[config.mk]
export PLATFORM = sky130hd
export DESIGN_NAME = mux8_arbiter
export DESIGN_NICKNAME = d
export VERILOG_FILES = /design/src/rtl/cpu_ctrl_pkg.sv /design/src/rtl/rr_pick8.sv /design/src/rtl/mux8_arbiter.sv
export SDC_FILE = /design/constraint.sdc
export NUM_CORES = 1
export LEC_CHECK = 0
export BUFFER_PORTS_ARGS = -buffer_cell sky130_fd_sc_hd__buf_2
export CAP_MARGIN = 20
export CORE_MARGIN = 2
export CORE_UTILIZATION = 52
export DETAILED_ROUTE_END_ITERATION = 16
export PLACE_DENSITY = 0.75
export REMOVE_ABC_BUFFERS = 1
export SLEW_MARGIN = 25
export SYNTH_ARGS = -nofsm -noshare
export SYNTH_HDL_FRONTEND = slang
export SYNTH_SLANG_ARGS = --single-unit
export TNS_END_PERCENT = 10
[constraint.sdc]
create_clock -name clk -period 3.1 [get_ports clk]
set_input_delay 0.62 -clock clk [delete_from_list [all_inputs] [get_ports clk]]
set_output_delay 0.62 -clock clk [all_outputs]
set_load 0.02 [all_outputs]
[src/rtl/cpu_ctrl_pkg.sv]
// Shared control-unit types for the shared-resource arbiter and its picker.
// Pure declarations; no logic, no latency, no flow control.
package cpu_ctrl_pkg;

    localparam int NREQ  = 8;
    localparam int SEL_W = 3;
    localparam int CNT_W = 5;

    typedef enum logic {
        ST_IDLE  = 1'b0,
        ST_GRANT = 1'b1
    } arb_state_t;

    function automatic logic [NREQ-1:0] onehot(input logic [SEL_W-1:0] idx);
        return {{(NREQ-1){1'b0}}, 1'b1} << idx;
    endfunction

endpackage

[src/rtl/rr_pick8.sv]
// Rotating-priority picker: first set request at or after ptr, wrapping mod 8.
// Purely combinational, zero latency; no backpressure.
// Requesters only raise levels; holding or dropping them is the arbiter's concern.
module rr_pick8
    import cpu_ctrl_pkg::*;
(
    input  logic [NREQ-1:0]  req,
    input  logic [SEL_W-1:0] ptr,
    output logic             found,
    output logic [SEL_W-1:0] idx
);

    logic [SEL_W-1:0] cand;

    // Scan from the farthest offset down so the closest-to-ptr hit is written last.
    always_comb begin
        found = 1'b0;
        idx   = ptr;
        cand  = '0;
        for (int k = NREQ - 1; k >= 0; k--) begin
            cand = ptr + SEL_W'(k);
            if (req[cand]) begin
                found = 1'b1;
                idx   = cand;
            end
        end
    end

endmodule

[src/rtl/mux8_arbiter.sv]
// Round-robin owner arbiter for a shared 8:1 mux; holds grant until done, abandon or timeout.
// Latency: grant one edge after req seen in IDLE, release one edge after done/abandon/timeout.
// Backpressure: losers hold req level; at least one idle cycle separates successive grants.
module mux8_arbiter
    import cpu_ctrl_pkg::*;
#(
    parameter int TIMEOUT = 16
) (
    input  logic             clk,
    input  logic             reset,
    input  logic [NREQ-1:0]  req,
    input  logic             done,
    output logic [SEL_W-1:0] sel,
    output logic [NREQ-1:0]  gnt,
    output logic             busy,
    output logic             timeout
);

    localparam logic [CNT_W-1:0] CNT_LAST = CNT_W'(TIMEOUT - 1);

    arb_state_t       state_q, state_d;
    logic [SEL_W-1:0] owner_q, owner_d;
    logic [SEL_W-1:0] ptr_q,   ptr_d;
    logic [CNT_W-1:0] cnt_q,   cnt_d;
    logic [NREQ-1:0]  gnt_q,   gnt_d;
    logic             busy_q,  busy_d;
    logic             tout_q,  tout_d;

    logic             pick_found;
    logic [SEL_W-1:0] pick_idx;
    logic             owner_req;
    logic             at_limit;

    rr_pick8 u_pick (
        .req   (req),
        .ptr   (ptr_q),
        .found (pick_found),
        .idx   (pick_idx)
    );

    assign owner_req = req[owner_q];
    assign at_limit  = (cnt_q == CNT_LAST);

    always_ff @(posedge clk or posedge reset) begin
        if (reset) begin
            state_q <= ST_IDLE;
            owner_q <= '0;
            ptr_q   <= '0;
            cnt_q   <= '0;
            gnt_q   <= '0;
            busy_q  <= 1'b0;
            tout_q  <= 1'b0;
        end else begin
            state_q <= state_d;
            owner_q <= owner_d;
            ptr_q   <= ptr_d;
            cnt_q   <= cnt_d;
            gnt_q   <= gnt_d;
            busy_q  <= busy_d;
            tout_q  <= tout_d;
        end
    end

    always_comb begin
        state_d = state_q;
        owner_d = owner_q;
        ptr_d   = ptr_q;
        cnt_d   = cnt_q;
        gnt_d   = gnt_q;
        busy_d  = busy_q;
        tout_d  = 1'b0;

        case (state_q)
            ST_IDLE: begin
                gnt_d  = '0;
                busy_d = 1'b0;
                if (pick_found) begin
                    state_d = ST_GRANT;
                    owner_d = pick_idx;
                    gnt_d   = onehot(pick_idx);
                    busy_d  = 1'b1;
                    cnt_d   = '0;
                end
            end
            ST_GRANT: begin
                // done outranks abandon, which outranks the forced release.
                if (done || !owner_req || at_limit) begin
                    state_d = ST_IDLE;
                    gnt_d   = '0;
                    busy_d  = 1'b0;
                    ptr_d   = owner_q + 1'b1;
                    tout_d  = !done && owner_req && at_limit;
                end else begin
                    cnt_d = cnt_q + 1'b1;
                end
            end
            default: begin
                state_d = ST_IDLE;
                gnt_d   = '0;
                busy_d  = 1'b0;
            end
        endcase
    end

    // sel is the owner register itself, so it only moves on a new grant or reset.
    assign sel     = owner_q;
    assign gnt     = gnt_q;
    assign busy    = busy_q;
    assign timeout = tout_q;

endmodule
Yosys cells after proc, flatten, opt, wreduce, memory -nomap -nowiden --
Cells that the tools add are included.
Storage, ports and cells: word-level logic and storage cells 87, output and inout bits 13, input bits 11, flip-flop bits (word level) 22
Operators by class: equality and inequality tests 4, order comparisons 9, bitwise gates (word level) 1, shift-type cells 1, reductions and logical operators 9, multiplexer cells 47, add/sub/neg operators 9
Operators with widths (count):
- 3-bit by 4-bit less-than comparator with 1-bit output (second input constant) | 9
- 1-bit binary-select mux with 3-bit select | 9
- 3-bit two-way mux | 8
- 1-bit two-way mux | 22
- 8-bit two-way mux | 2
- 8-bit case mux with 2 select lines | 1
- 3-bit adder (second input constant) | 4
- 5-bit two-way mux | 2
- 5-bit case mux with 2 select lines | 1
- 1-bit by 3-bit left shift with 8-bit output (first input constant) | 1
- 3-bit by 1-bit adder with 3-bit output (second input constant) | 2
- 3-bit by 2-bit adder with 3-bit output (second input constant) | 2
- 2-bit AND reduction | 3
- 5-bit by 1-bit adder with 5-bit output (second input constant) | 1
- 5-bit by 4-bit equality test with 1-bit output (second input constant) | 1
- 2-bit != test (second input constant) | 2
- 1-bit case mux with 2 select lines | 2
- 1-bit logical AND | 2
- 1-bit logical NOT | 2
- 1-bit logical OR | 2
- 2-bit by 1-bit != test with 1-bit output (second input constant) | 1
- 1-bit NOT | 1

Logic depth before layout (Yosys ltp) --
Gate-level depths: netlist (run 1).
depth in word-level cells 14, mapped depth 13, mapped depth without buffers 9

Modules after synthesis --
A second synthesis (run 1) with hierarchy kept.
Unflattened totals: cell total of the unflattened synthesis 186, area total of the unflattened synthesis 1846.8 um2
Modules (own cells, without submodules):
- mux8_arbiter | times used 1, sequential area each 550.5 um2, area an instance 1056.0 um2, cells each 94
- rr_pick8 | times used 1, sequential area each 0.0 um2, area an instance 790.8 um2, cells each 92

Least setup slack after synthesis (run 1) --
OpenSTA, ideal clock, no wires.
path type reg-to-reg, start point reg ptr_q[1], end point reg gnt_q[0], in the netlist gnt[0], period minus slack after synthesis 3.151 ns, data arrival time 3.029 ns, library setup time 0.122 ns, slack -0.051 ns, required time 2.978 ns, path buffers 3, stages on the path, launching flop included 13, cells stage by stage dfrtp_1 buf_2 inv_1 ha_1 buf_4 mux2_2 mux4_2 mux2i_1 o221ai_1 o211a_1 or3_1 buf_6 a32o_1
Between the ends: cells in the longest elaborated chain, start to end 14, elaborated cells between the ends (all ways) 42, those cells by class add/sub (7); shift (1); mux (34)
RTL lines:
- start: declaration | RTL line mux8_arbiter.sv:23 | logic [SEL_W-1:0] ptr_q, ptr_d;
- start signal: assignment | RTL line mux8_arbiter.sv:56 | ptr_q <= ptr_d;
- 3-bit adder | RTL line rr_pick8.sv:21 | cand = ptr + SEL_W'(k);
- 1-bit binary-select mux with 3-bit select | RTL line rr_pick8.sv:22 | if (req[cand]) begin
- 1-bit two-way mux (not written as such) | RTL line rr_pick8.sv:22
- 3-bit two-way mux (8 in a row) | RTL line rr_pick8.sv:22
- 1-bit by 3-bit left shift with 8-bit output | RTL line cpu_ctrl_pkg.sv:15 | return {{(NREQ-1){1'b0}}, 1'b1} << idx;
- 8-bit two-way mux (*) | RTL line mux8_arbiter.sv:77 | if (pick_found) begin
- 8-bit case mux with 2 select lines (*) | RTL line mux8_arbiter.sv:73 | case (state_q)
- end signal: assignment | RTL line mux8_arbiter.sv:58 | gnt_q <= gnt_d;
- end: declaration | RTL line mux8_arbiter.sv:25 | logic [NREQ-1:0] gnt_q, gnt_d;
Mark *: on every way between the ends. The rest lies on a longest branch, timed or not. The select of a mux whose other input is x is not followed. A chain may end at the register's enable or synchronous reset.

Final worst setup path (run 1) --
start point reg ptr_q[1], end point reg gnt_q[5], in the netlist gnt[5]
Same word-level chain as after synthesis.

==> out/metrics.yaml, run 1 <==
finish:
  final_area_um2: 2176
  diodes: 0
  mostFrequentLayoutCell: "buf_2"
  fin_nets: 226
  syn_to_final_growth_pct: 15.24
  layout_common_cells: "23 x buf_2, 22 x dfrtp_1, 19 x nand2_1"
  drive_gt1_frac: 0.3445
floorplanning:
  initial_core_util: 0.5527
  die-area_um2: 4129
  die_y_um: 64.26
  ios: 24
  core_um2: 3416
  die_x_um: 64.26
  rows: 21
timing:
  slew_violations: 0
  tns_ps: 0
  rsz0062_at_grt: "true"
  max_freq_mhz: 334.0
  hold_violations: 0
  relSlewSlack: 0.4615
  finalCriticalPeriod_ps: 2994
  min_period_over_period: 0.9659
  skew_ps: 0.7788
  tightest_slew_ps: 806.8
  setup_violations: 0
setup_path:
  r2r-start: "ptr_q[1]"
  crit_required_ps: 3310
  crit_type: "reg2reg"
  worstPathMaxFanout: 16
  r2r_setup_slack_ps: 110
  crit_arrival_ps: 3200
  cp-start-kind: "flip-flop"
  cp-end-kind: "flip-flop"
  worstReg2RegEnd: "gnt[5]"
  r2r.worst_path.cells: 10
clock_tree:
  ctsHoldBuffers: 0
  clock_latency_ps: 310
  clkSinkCount: 22
  clk_pin_slew_ps: 110
  clk_path_buf_depth: 2
  cts-buffers-inserted: 3
  cts_tree: "yes"
  cts-root-buf: "clkbuf_4"
  clock_tree.htree_level_count: 1
detailed_routing:
  drtIter0Drc: 106
  drt_wl_total_um: 4559
  via_count: 1636
  drc: 0
  dr.pass1.iters: 4
  ant_nets: 0
  viasPerCell: 6.416
  wl_per_cell_um: 17.88
synthesis:
  ys_seq_elements: 22
  ys_warn_count: 0
  synthAdderAreaFrac: 0.03313
  yosys.area_share.simple: 0.1140
  synth.yosys.seq_area_share: 0.2916
  synth-edff-count: 0
  synth_compound_area_frac: 0.1875
  synth_top_family_by_area: "multiplexers"
  avgSynthCellArea_um2: 10.55
  synth_area_um2: 1888
  synth-xor-area-share: 0.02319
  synthMuxAreaShare: 0.3028
  yosysTopAreaCell: "dfrtp_1"
  netlist.area_leader.share: 0.2916
  yosys_most_used_dff: "dfrtp_1"
  synth_cell_types: 50
  synth_area_leaders: "dfrtp_1 29%, mux4_2 12%, mux2i_1 6.9%"
  syn_inst: 179
  async_flop_share: 1.000
grt:
  grt_pass1_vias: 1678
  grt_pass1_wl_um: 7886
  grt_max_degree: 23
  grt_use_total: 0.2431
  antenna_found_initial: 0
  grt_overflow: 0
placement:
  io_buffers: 23
  placed_cell_area_um2: 2110
  place_congestion: 0.8630
  dp_hpwl_um: 3483
run:
  maxCapViolations: 0
outcome:
  outcome: "complete, no violations"
min_path:
  hp-class: "in2async"
[state kept, by name, indices dropped and copies added (netlist names)]
name     flops
busy         1
ptr_q        3
state_q      1
sel          3
gnt          8
timeout      1
cnt_q        5
[critical path: stages, from the launching register on]
cell	delay, ps
dfrtp_1	370
inv_1	60
ha_1	320
buf_12	160
mux2_2	340
mux4_2	490
mux2i_1	150
o221ai_1	160
o211a_1	140
or3_4	450
a32o_1	270
[routing by layer]
metal | track usage | vias to the layer above | wire length, um
met5 | 0 | - | 0
met4 | 0.08777 | 0 | 87
met3 | 0.02113 | 8 | 107
met2 | 0.4297 | 51 | 2425
met1 | 0.3104 | 817 | 1939
li1 | - | 760 | -
[final cells by class]
| cell class | count | area, um2 |
|---|---|---|
| clock buffer | 4 | 36.28 |
| inverter | 8 | 30.03 |
| tap | 46 | 57.56 |
| timing repair buffer | 35 | 217.7 |
| multi-input combinational | 140 | 1284 |
| fill | 281 | 1240 |
| sequential | 22 | 550.5 |
[cell families after synthesis]
family                     count (synthesis)
buffers and inverters                     17
and+or+nand+nor                           45
adders and majority gates                  5
muxes                                     38
AOI/OAI and AO/OA                         47
xor gates and xnor gates                   5
DFF                                       22
[synth_stat cells (3+ instances only)]
| cell | n |
|---|---|
| a21oi_1 | 8 |
| dfrtp_1 | 22 |
| a32o_1 | 4 |
| mux4_2 | 10 |
| nor2_1 | 10 |
| xor2_1 | 3 |
| nor3_1 | 3 |
| buf_2 | 3 |
| mux2_2 | 11 |
| o211ai_1 | 3 |
| mux4_1 | 3 |
| ha_1 | 5 |
| inv_1 | 7 |
| o41ai_1 | 4 |
| nand2_1 | 19 |
| a211oi_1 | 3 |
| mux2i_1 | 13 |
| nor2b_1 | 3 |
| o21ai_0 | 7 |
[through the flow]
step           worst slack, ps  cells  hold slack, ps    util
3_3_place_gp             85.40    251           459.0  0.6176
3_5_place_dp            -51.56    251           471.0  0.6176
6_report                 105.9    255           442.3  0.6370
2_1_floorplan           -421.1    170           465.2       -
4_1_cts                  21.83    255           457.8  0.6304
5_1_grt                 -23.53    255           484.9  0.6370
[worst max-delay path by stage]
| stage | startpoint | to | slack [ps] |
|---|---|---|---|
| finish | ptr_q[1] | gnt[5] | 110 |
| global route | ptr_q[0] | gnt[7] | -20 |
| CTS | ptr_q[1] | gnt[7] | 20 |
| detailed placement | req[7] | gnt[6] | -50 |
| global placement | req[7] | gnt[7] | 90 |
| floorplan | ptr_q[0] | gnt[0] | -420 |
[what timing repair did]
item,in CTS,in global routing
gates cloned,0,0
endpoints found under the setup margin,1,8
gates resized for setup,1,4
pin swaps,0,0
buffers inserted,0,0
Power of run 1 is left out: the tool's default activity adds up to more than one toggle a clock period on the data nets, which glitch-free logic cannot reach.
==> run 2, diff against run 1 <==
--- a/config.mk
+++ b/config.mk
@@ -8,9 +8,9 @@
 export BUFFER_PORTS_ARGS = -buffer_cell sky130_fd_sc_hd__buf_2
 export CAP_MARGIN = 20
 export CORE_MARGIN = 2
-export CORE_UTILIZATION = 52
+export CORE_UTILIZATION = 38
 export DETAILED_ROUTE_END_ITERATION = 16
-export PLACE_DENSITY = 0.75
+export PLACE_DENSITY = 0.57
 export REMOVE_ABC_BUFFERS = 1
 export SLEW_MARGIN = 25
 export SYNTH_ARGS = -nofsm -noshare
==> out/metrics.yaml, run 2 (synthesized netlist as in run 1, its figures left out) <==
floorplanning:
  die-area_um2: 5549  # was 4129 um2
  ios: 24  # unchanged
  initial_core_util: 0.3971  # was 0.5527
  core_um2: 4755  # was 3416 um2
  rows: 25  # was 21
  die_y_um: 74.49  # was 64.26 um
  die_x_um: 74.49  # was 64.26 um
detailed_routing:
  drtIter0Drc: 105  # was 106
  drc: 0  # unchanged
  via_count: 1627  # was 1,636
  ant_nets: 0  # unchanged
  wl_met3_um: 207  # was 107 um
  wl_per_cell_um: 16.83  # was 17.88 um
  wl_met1_um: 2040  # was 1939 um
  met2_length_um: 2360  # was 2425 um
  viasPerCell: 5.853  # was 6.416
  drt_wl_total_um: 4678  # was 4559 um
  dr.max_layer_used: "met4"  # unchanged
  dr.pass1.iters: 4  # unchanged
finish:
  drive_gt1_frac: 0.3507  # was 0.3445
  n_fill_cell: 468  # was 281
  fin_util: 0.4729  # was 0.6370
  largest_reg_flops: 8  # unchanged
  mostFrequentLayoutCell: "buf_2"  # unchanged
  syn_to_final_growth_pct: 19.09  # was 15.24%
  fin_nets: 228  # was 226
  diodes: 0  # unchanged
  layout_common_cells: "23 x buf_2, 22 x dfrtp_1, 19 x nand2_1"  # unchanged
clock_tree:
  ctsHoldBuffers: 0  # unchanged
  cts-buffers-inserted: 3  # unchanged
  clk_pin_slew_ps: 90  # was 110 ps
  post_cts_buffers: 0  # unchanged
  clock_tree.htree_level_count: 1  # unchanged
  cts-root-buf: "clkbuf_8"  # was clkbuf_4
  post_cts_resized: 0  # was 1
  clkSinkCount: 22  # unchanged
  clock_latency_ps: 260  # was 310 ps
  cts_tree: "yes"  # unchanged
  clk_path_buf_depth: 2  # unchanged
grt:
  grt_use_total: 0.1822  # was 0.2431
  antenna_found_initial: 0  # unchanged
  grt_pass1_wl_um: 7824  # was 7886 um
  grt_pass1_vias: 1625  # was 1,678
  grt_overflow: 0  # unchanged
  grt_max_degree: 23  # unchanged
timing:
  finalCriticalPeriod_ps: 2949  # was 2994 ps
  rsz0062_at_grt: "true"  # unchanged
  min_period_over_period: 0.9512  # was 0.9659
  slew_violations: 0  # unchanged
  tightest_slew_ps: 853.0  # was 806.8 ps
  fin_ws_ps: 151.3  # was 105.9 ps
  setup_violations: 0  # unchanged
  hold_violations: 0  # unchanged
  max_freq_mhz: 339.1  # was 334.0 MHz
  relSlewSlack: 0.4307  # was 0.4615
  skew_ps: 8.576  # was 0.7788 ps
setup_path:
  crit_type: "reg2reg"  # unchanged
  worstPathMaxFanout: 16  # unchanged
  crit_arrival_ps: 3100  # was 3200 ps
  cp-start-kind: "flip-flop"  # unchanged
  critPathSlowestCell: "mux4_2"  # unchanged
  slowest_delay_ps: 500  # was 490 ps
  path_delay_family: "multiplexers"  # unchanged
  crit_required_ps: 3260  # was 3310 ps
  r2r-start: "ptr_q[0]"  # was ptr_q[1]
  crit_buf_inv: 2  # unchanged
  cp_cell_sequence: "inv_2, ha_1, buf_12, mux2_2, mux4_2, mux2i_1, o221ai_1, o211a_1, or3_4, o41ai_1"  # was inv_1, ha_1, buf_12, mux2_2, mux4_2, mux2i_1, o221ai_1, o211a_1, or3_4, a32o_1
  crit_start: "ptr_q[0]"  # was ptr_q[1]
  cp-end-kind: "flip-flop"  # unchanged
placement:
  dp_slack_ps: 51.82  # was -51.56 ps
  dp_hpwl_um: 3606  # was 3483 um
  io_buffers: 23  # unchanged
  place_congestion: 0.8310  # was 0.8630
outcome:
  outcome: "complete, no violations"  # unchanged
run:
  maxCapViolations: 0  # unchanged
min_path:
  hold_path_startpoint: "gnt[7]"
  hp-class: "reg2reg"  # was in2async
-- run 2: cell types whose count changed in the layout (fill, tap and decap cells not counted), sizes merged --
cell / change
bufinv: +1
clkbuf: -1
buf: +2
-- run 2: area by class of cell --
type	instances	area, um2	area share
multi-input cells	140	1280	0.5693
flip-flops and latches	22	550.5	0.2449
repair buffers	37	232.7	0.1035
well taps	67	83.83	0.03728
clock buffers	3	41.29	0.01836
clock inverters	1	30.03	0.01336
inverters	8	30.03	0.01336
-- run 2: tightest hold or removal path, stage by stage (launching register included) --
cell	delay, ps
dfrtp_1	340
nand2_1	60
o41ai_1	60
-- run 2: stage by stage --
stage          hold slack (ps)  setup TNS (ps)  cell area, um2  std cells
3_3_place_gp             461.4               0            2151        274
4_1_cts                  489.7               0            2222        278
3_5_place_dp             469.0               0            2151        274
6_report                 487.0               0            2248        278
2_1_floorplan            465.2           -4479            1828        170
5_1_grt                  521.6          -112.3            2248        278
-- run 2: worst paths after layout --
kind	slack (ps)	cells past startpoint	end
min reg2reg	490	2	gnt[7]
min	490	2	gnt[7]
max in group asynchronous	2050	2	ptr_q[2]
max	150	10	gnt[3]
min in group asynchronous	520	2	cnt_q[1]
max reg2reg	150	10	gnt[3]
-- run 2: metal layers --
metal,global-route usage,vias up
met2,0.3088,42
li1,-,767
met5,0,-
met4,0.05754,0
met1,0.2423,811
met3,0.02439,7
Power of run 2 is left out for the same reason.
==> run 3, diff against run 2 <==
--- a/config.mk
+++ b/config.mk
@@ -7,7 +7,6 @@
 export LEC_CHECK = 0
 export BUFFER_PORTS_ARGS = -buffer_cell sky130_fd_sc_hd__buf_2
 export CAP_MARGIN = 20
-export CORE_MARGIN = 2
 export CORE_UTILIZATION = 38
 export DETAILED_ROUTE_END_ITERATION = 16
 export PLACE_DENSITY = 0.57
==> out/metrics.yaml, run 3 (synthesized netlist as in run 1, its figures left out) <==
outcome:
  outcome: "complete, no violations"  # unchanged
setup_path:
  cp-start-kind: "flip-flop"  # unchanged
  worstPathMaxFanout: 16  # unchanged
  crit_type: "reg2reg"  # unchanged
  cp-end-kind: "flip-flop"  # unchanged
  r2r-start: "ptr_q[0]"  # unchanged
  worstReg2RegEnd: "gnt[4]"  # was gnt[3]
  crit_required_ps: 3260  # about the same
  crit_arrival_ps: 3140  # was 3100 ps
  r2r.worst_path.cells: 10  # unchanged
  crit_start: "ptr_q[0]"  # unchanged
  crit_end: "gnt[4]"  # was gnt[3]
  r2r_setup_slack_ps: 120  # was 150 ps
detailed_routing:
  ant_nets: 0  # unchanged
  viasPerCell: 5.752  # was 5.853
  dr.pass1.iters: 5  # was 4
  drtIter0Drc: 68  # was 105
  via_count: 1599  # was 1,627
  wl_per_cell_um: 17.30  # was 16.83 um
  drt_wl_total_um: 4809  # was 4678 um
  drc: 0  # unchanged
grt:
  grt_use_total: 0.2037  # was 0.1822
  grt_overflow: 0  # unchanged
  grt_pass1_vias: 1674  # was 1,625
  antenna_found_initial: 0  # unchanged
  grt_max_degree: 23  # unchanged
  grt_pass1_wl_um: 8280  # was 7824 um
timing:
  min_period_over_period: 0.9598  # was 0.9512
  max_freq_mhz: 336.1  # was 339.1 MHz
  relSlewSlack: 0.4373  # was 0.4307
  tightest_slew_ps: 843.2  # was 853.0 ps
  slew_violations: 0  # unchanged
  setup_violations: 0  # unchanged
  hold_violations: 0  # unchanged
  hold-worst-slack_ps: 477.4  # was 487.0 ps
  finalCriticalPeriod_ps: 2975  # was 2949 ps
  skew_ps: 13.95  # was 8.576 ps
  fin_ws_ps: 124.6  # was 151.3 ps
  rsz0062_at_grt: "false"  # was true
finish:
  layout_common_cells: "23 x buf_2, 22 x dfrtp_1, 19 x nand2_1"  # unchanged
  fin_nets: 228  # unchanged
  multi_input_area_um2: 1286  # was 1280 um2
  regArea_um2: 550.5  # unchanged
  n_fill_cell: 462  # was 468
  mostFrequentLayoutCell: "buf_2"  # unchanged
  syn_to_final_growth_pct: 19.42  # was 19.09%
  final_area_um2: 2255  # was 2248 um2
  drive_gt1_frac: 0.3555  # was 0.3507
  diodes: 0  # unchanged
  fin_util: 0.4742  # was 0.4729
  largest_reg_flops: 8  # unchanged
floorplanning:
  rows: 25  # unchanged
  initial_core_util: 0.3971  # unchanged
  ios: 24  # unchanged
  die-area_um2: 5255  # was 5549 um2
  die_y_um: 72.49  # was 74.49 um
  die_x_um: 72.49  # was 74.49 um
  core_um2: 4755  # unchanged
clock_tree:
  clkSinkCount: 22  # unchanged
  clock_tree.htree_level_count: 1  # unchanged
  clk_path_buf_depth: 2  # unchanged
  post_cts_buffers: 0  # unchanged
  cts-root-buf: "clkbuf_8"  # unchanged
  clock_latency_ps: 270  # was 260 ps
  clk_pin_slew_ps: 90  # about the same
  cts_tree: "yes"  # unchanged
  cts-buffers-inserted: 3  # unchanged
placement:
  dp_slack_ps: 15.24  # was 51.82 ps
  place_congestion: 0.8414  # was 0.8310
  io_buffers: 23  # unchanged
  placed_cell_area_um2: 2151  # unchanged
  dp_hpwl_um: 3553  # was 3606 um
min_path:
  hp-class: "reg2reg"  # unchanged
run:
  maxCapViolations: 0  # unchanged
run 3: cell counts in the layout (fill, tap and decap cells not counted):
No cell type changed its count.
run 3: worst min path at each step:
stage	slack (ps)	cells after the start	startpoint	to
finish	480	2	busy	busy
global route	520	1	gnt[5]	gnt[5]
CTS	480	2	busy	busy
detailed placement	460	2	busy	busy
global placement	460	2	busy	busy
floorplan	470	1	cnt_q[2]	cnt_q[2]
run 3: through the flow:
stage / setup TNS [ps] / instances
after floorplan: -4479 / 170
after global placement: 0 / 274
after detailed placement: 0 / 274
after CTS: 0 / 278
after global routing: 0 / 278
final: 0 / 278
run 3: final cells by class:
class                   count  area share
inverters                   8     0.01332
flip-flops and latches     22      0.2442
multi-input cells         140      0.5705
repair buffers             37      0.1032
well taps                  67     0.03718
clock buffers               3     0.01831
clock inverters             1     0.01332
run 3: routing by layer:
metal,vias to the layer above,global-route usage,wire length [um]
li1,763,-,-
met1,777,0.2676,2109
met2,51,0.3375,2347
met3,8,0.02083,268
met4,0,0.09804,82
met5,-,0,0
run 3: critical path, cell delays in order, from the launching register on:
cell,delay (ps)
dfrtp_1,370
inv_2,40
ha_1,320
buf_12,160
mux2_2,330
mux4_2,500
mux2i_1,150
o221ai_1,150
o211a_1,140
or3_4,440
a32o_1,280
run 3: what timing repair did:
action                                  in CTS  in global routing
hold buffers                                 0                  0
resized for setup                            0                  6
endpoints found under the setup margin       0                  8
Power of run 3 is left out for the same reason.
